**src/rtl/pdm_frame_sequencer.sv**
```systemverilog
// Bit-clock divider, frame strobes and power sequencing for the PDM mic -> CIC -> I2S amp path.
// One shared bit clock feeds the mic (pdm_clk) and the amp (BCLK); PCM and amp stay gated until the CIC has settled.
module pdm_frame_sequencer #(
  parameter int unsigned CLK_DIV       = 4,
  parameter int unsigned FRAME_BITS    = 64,
  parameter int unsigned WAKE_FRAMES   = 16,
  parameter int unsigned SETTLE_FRAMES = 4,
  localparam int unsigned BIT_W        = $clog2(FRAME_BITS)
) (
  input  logic             clk_25m,
  input  logic             rst,
  input  logic             enable,
  input  logic             mute,
  output logic             pdm_clk,
  output logic             rise_tick,
  output logic             fall_tick,
  output logic [BIT_W-1:0] bit_idx,
  output logic             lrclk,
  output logic             frame_tick,
  output logic             cic_clr,
  output logic             pcm_en,
  output logic             pcm_mute,
  output logic             amp_sd,
  output logic [1:0]       state
);

  localparam int unsigned DIV_W      = (CLK_DIV > 1) ? $clog2(CLK_DIV) : 1;
  localparam int unsigned MAX_FRAMES = (WAKE_FRAMES > SETTLE_FRAMES) ? WAKE_FRAMES : SETTLE_FRAMES;
  localparam int unsigned FCNT_W     = $clog2(MAX_FRAMES + 1);

  localparam logic [DIV_W-1:0]  DIV_LAST    = DIV_W'(CLK_DIV - 1);
  localparam logic [BIT_W-1:0]  BIT_LAST    = BIT_W'(FRAME_BITS - 1);
  localparam logic [FCNT_W-1:0] WAKE_LAST   = FCNT_W'(WAKE_FRAMES - 1);
  localparam logic [FCNT_W-1:0] SETTLE_LAST = FCNT_W'(SETTLE_FRAMES - 1);
  localparam logic [FCNT_W-1:0] FCNT_MAX    = FCNT_W'(MAX_FRAMES);

  typedef enum logic [1:0] {
    IDLE   = 2'd0,
    WAKE   = 2'd1,
    SETTLE = 2'd2,
    RUN    = 2'd3
  } state_t;

  state_t             cur_state;
  state_t             nxt_state;
  logic [DIV_W-1:0]   div_cnt;
  logic [FCNT_W-1:0]  frame_cnt;
  logic               div_wrap_c;
  logic               bit_wrap_c;
  logic               hold_c;

  // A divider wrap while pdm_clk is high is a falling edge; on the last bit it closes the frame.
  assign div_wrap_c = (cur_state != IDLE) && (div_cnt == DIV_LAST);
  assign bit_wrap_c = div_wrap_c && pdm_clk && (bit_idx == BIT_LAST);

  // Clock path parked at zero while idle or when WAKE/SETTLE is abandoned; a RUN stop lands on a frame edge.
  assign hold_c = (cur_state == IDLE) || ((nxt_state == IDLE) && (cur_state != RUN));

  assign lrclk = bit_idx[BIT_W-1];
  assign state = cur_state;

  always_ff @(posedge clk_25m) begin
    if (rst) cur_state <= IDLE;
    else     cur_state <= nxt_state;
  end

  always_comb begin
    nxt_state = cur_state;
    unique case (cur_state)
      IDLE:    if (enable) nxt_state = WAKE;
      WAKE: begin
        if (!enable)                                     nxt_state = IDLE;
        else if (frame_tick && (frame_cnt == WAKE_LAST)) nxt_state = SETTLE;
      end
      SETTLE: begin
        if (!enable)                                       nxt_state = IDLE;
        else if (frame_tick && (frame_cnt == SETTLE_LAST)) nxt_state = RUN;
      end
      RUN:     if (!enable && bit_wrap_c) nxt_state = IDLE;
      default: nxt_state = IDLE;
    endcase
  end

  always_ff @(posedge clk_25m) begin
    if (rst) begin
      div_cnt    <= '0;
      pdm_clk    <= 1'b0;
      rise_tick  <= 1'b0;
      fall_tick  <= 1'b0;
      frame_tick <= 1'b0;
      bit_idx    <= '0;
      frame_cnt  <= '0;
      cic_clr    <= 1'b1;
      pcm_en     <= 1'b0;
      pcm_mute   <= 1'b1;
      amp_sd     <= 1'b0;
    end else begin
      if (hold_c) begin
        div_cnt    <= '0;
        pdm_clk    <= 1'b0;
        rise_tick  <= 1'b0;
        fall_tick  <= 1'b0;
        frame_tick <= 1'b0;
        bit_idx    <= '0;
      end else begin
        rise_tick  <= div_wrap_c && !pdm_clk;
        fall_tick  <= div_wrap_c && pdm_clk;
        frame_tick <= bit_wrap_c;
        if (div_wrap_c) begin
          div_cnt <= '0;
          pdm_clk <= !pdm_clk;
          if (pdm_clk) bit_idx <= (bit_idx == BIT_LAST) ? '0 : bit_idx + 1'b1;
        end else begin
          div_cnt <= div_cnt + 1'b1;
        end
      end

      // Frames seen in the current state; restarts on every state change and saturates.
      if (nxt_state != cur_state)                  frame_cnt <= '0;
      else if (frame_tick && frame_cnt != FCNT_MAX) frame_cnt <= frame_cnt + 1'b1;

      cic_clr <= (nxt_state == IDLE) || (nxt_state == WAKE);
      pcm_en  <= (nxt_state == RUN);
      amp_sd  <= (nxt_state == RUN);

      // Mute is only taken at a frame boundary so a frame is never half muted.
      if (nxt_state != RUN)                    pcm_mute <= 1'b1;
      else if (cur_state == RUN && bit_wrap_c) pcm_mute <= mute;
    end
  end

endmodule
```
**config.mk**
```make
export PLATFORM = sky130hd
export DESIGN_NAME = pdm_frame_sequencer
export DESIGN_NICKNAME = d
export VERILOG_FILES = /design/src/rtl/pdm_frame_sequencer.sv
export SDC_FILE = /design/constraint.sdc
export NUM_CORES = 1
export LEC_CHECK = 0
export ABC_AREA = 0
export CORE_MARGIN = 2
export CORE_UTILIZATION = 40
export DETAILED_ROUTE_END_ITERATION = 10
export DONT_BUFFER_PORTS = 1
export GPL_ROUTABILITY_DRIVEN = 0
export SYNTH_ARGS = -nofsm -noshare
export SYNTH_HDL_FRONTEND = slang
export SYNTH_SLANG_ARGS = --single-unit
```
**constraint.sdc**
```tcl
create_clock -name clk_25m -period 3.9 [get_ports clk_25m]
set_input_delay 0.78 -clock clk_25m [delete_from_list [all_inputs] [get_ports clk_25m]]
set_output_delay 0.78 -clock clk_25m [all_outputs]
set_load 0.02 [all_outputs]
```
==> impl_results.md <==
- RSZ-0062 raised after global routing: false
- Post-layout util: 0.4359
- Cts repair resizes: 0
- Clk sinks: 22
- Total gr overflow: 0
- First-pass GRT wire length: 3015 µm
- Clock buffer depth: 2
- Largest family of logic cells by synthesized area: simple AND/OR/NAND/NOR gates
- CTS buffer count: 3
- Clk_skew: around 2.4 ps
- Multiplexer area fraction after synthesis: 0.02048
- Total Power: approximately 360 µW
- Crit path max-delay family: simple AND/OR/NAND/NOR gates
- Die height: ~55 µm
- Final-stage net count: 122
- Initial Utilization: 0.4192
- Switching share of total power: 0.2109
- Share of cells above drive strength 1: 0.09821
- Post-synth EDFFs: 0
- Pint: 285.2 µW
- Status: complete, no violations
- Setup TNS: 0 ps
- Top_reg_cell synth: dfxtp_1
- Vias in the first global route: approximately 690
- Cell Pwr Density: 334.8 nW/µm²
- Max-cap viol count: 0
- CTS root buf: clkbuf_4
- Syn Nets: roughly 120
- Hold_ws: ~450 ps
- Post-synthesis cell type count: 34
- Die Span X: ~55 µm
- Fin cells: 142
- Drt drc: 0
- Post-CTS Setup Inserts: 0
- Most common cell after layout, fill and taps aside: dfxtp_1
- Max H-tree Level: 1
- Synthesis-to-finish area growth: 3.976%
- Final ANT Viol Nets: 0
- Psw: roughly 76 µW
- Clock Latency Late Sink: between 300 and 400 ps
- Worst Hold Class: reg2reg
- CORE AREA: 2477 µm²
- Cell Area, Synth: a little over 1000 µm²
- Worst slew pin tran: roughly 610 ps
- Clock power frac: 0.349
- Largest net degree at the start of global routing: 13
- Final Cycle Share: 0.5306
- CP peak stage delay: ~560 ps
- Setup violators final: 0
- CTS Hold Buffers Added: 0
- Port bufs: 0
- Die area: just over 3000 µm²
- Crit path max fanout: 7
- Vias after detailed routing: a little under 800
- Comb power frac: 0.020
- Post-synth ARST share: 0
- Count of buffer and inverter cells on the critical path: 0
- Reg power frac: 0.631
- Routed length per instance: about 13 µm
- Worst Path Arrival: 2280 ps
- Worst slack, placed: ~1800 ps
- Tmin final: between 2000 and 2500 ps
- Clock Pin Slew Worst Setup and Hold Paths: between 100 and 150 ps
- VDD IR max: between 0.15 and 0.2 mV
- Worst setup SP type: flop
- Total Wirelength: ~1900 µm
- Xor and xnor area share after synthesis: 0.05060
- Cell breakdown of the critical path: ha_1 -> nand2_1 -> nor4_1 -> mux2_2 -> or3_1
- DP Area: ~1000 µm²
- Critical Path RT: roughly 4000 ps
- Commonest non-fill, non-tap cells in the layout: 22 x dfxtp_1, 13 x nand2_1, 10 x nor3_1
- Simple-gate share of the synthesized area: 0.2410
- Number of placed I/O pins: 21
- Seq/Total Area, Yosys: 0.4241
- Max Fclk: 483.2 MHz
- Final Hold Fails: 0
- Post-DP HPWL: about 1400 µm
- Leak pwr: approximately 0.37 nW
- GR Util All Layers: 0.1396
- Avg Vias per Cell: roughly 5.5
- Critical path's slowest cell: dfxtp_1
- Synth Warn #: 0
- Adder-Cell Fraction of Synth Area: 0.06024
- Length of the first detailed-routing pass in iterations: 4
- Mapped Cells: roughly 110
- #FFs+latches synth: 22
- Placed Cells: around 140
- Starting DRT DRC Count: 16
- Row Count: 18
- Final setup margin: about 1800 ps
- Syn avg cell area: a little over 9 µm²
- Final max-slew violation count: 0
- Synthesized-area fraction occupied by ao, oa, aoi and oai cells: 0.1518
- Ant diodes: 0
- Critical path class: reg2reg
- Crit. End Element: flop
- Max-slew headroom: 0.5893
- Final instance area: approximately 1100 µm²
- CTS tree: yes
- Initial antenna violation count: 0
==> state kept, by name (all words and copies together) (netlist names) <==
name,flops
fall_tick,1
div_cnt,2
frame_cnt,5
pdm_clk,1
cic_clr,1
bit_idx,6
amp_sd,1
state,2
frame_tick,1
pcm_mute,1
rise_tick,1
==> area by class of cell <==
class | instances | area, µm²
Fill cell | 252 | 1398
Multi-Input combinational cell | 81 | 544.3
Sequential cell | 22 | 440.4
Tap cell | 30 | 37.54
Clock buffer | 4 | 36.28
Inverter | 5 | 21.27
==> cells in the mapped netlist (2+ instances only) <==
master	count	area share
and3_1	2	0.012
nor2_1	7	0.025
nand2_1	13	0.047
a21oi_1	5	0.024
nand4_1	2	0.012
inv_1	4	0.014
buf_2	2	0.0096
nor3_1	10	0.048
dfxtp_1	22	0.42
nand3_1	5	0.024
buf_4	3	0.022
ha_1	5	0.060
o21ai_0	6	0.029
xor2_1	5	0.042
nor3b_1	2	0.014
or3_1	2	0.012
==> path summary, 6_finish.rpt <==
| kind | end | cells after the start | from | slack [ps] |
|---|---|---|---|---|
| hold reg to reg | div_cnt[0] | 1 | div_cnt[0] | 450 |
| hold / removal | div_cnt[0] | 1 | div_cnt[0] | 450 |
| setup reg to reg | pcm_mute | 5 | bit_idx[0] | 1830 |
| setup / recovery | pcm_mute | 5 | bit_idx[0] | 1830 |
==> kinds of logic after synthesis <==
kind of cell / Yosys count
muxes: 2
DFF: 22
xor gates and xnor gates: 6
buffers and inverters: 10
adders and majority gates: 5
AOI/OAI and AO/OA: 20
and+or+nand+nor: 48
==> power by group through the flow <==
stage,logic (mW),clock network (mW),registers [mW]
after floorplan,0.00784,0,0.232
after global placement,0.00730,0,0.233
after detailed placement,0.00751,0,0.233
after CTS,0.00752,0.130,0.228
after global routing,0.00823,0.139,0.229
final,0.00737,0.126,0.228
==> metal layers <==
| metal | up-vias | GRT usage | share of wire |
|---|---|---|---|
| met1 | 344 | 0.1796 | 0.50 |
| met3 | 4 | 0.05108 | 0.080 |
| met4 | 0 | 0.06098 | 0.012 |
| li1 | 404 | - | - |
| met5 | - | 0 | 0 |
| met2 | 23 | 0.2083 | 0.41 |
Power figures use the tool's default switching activity.
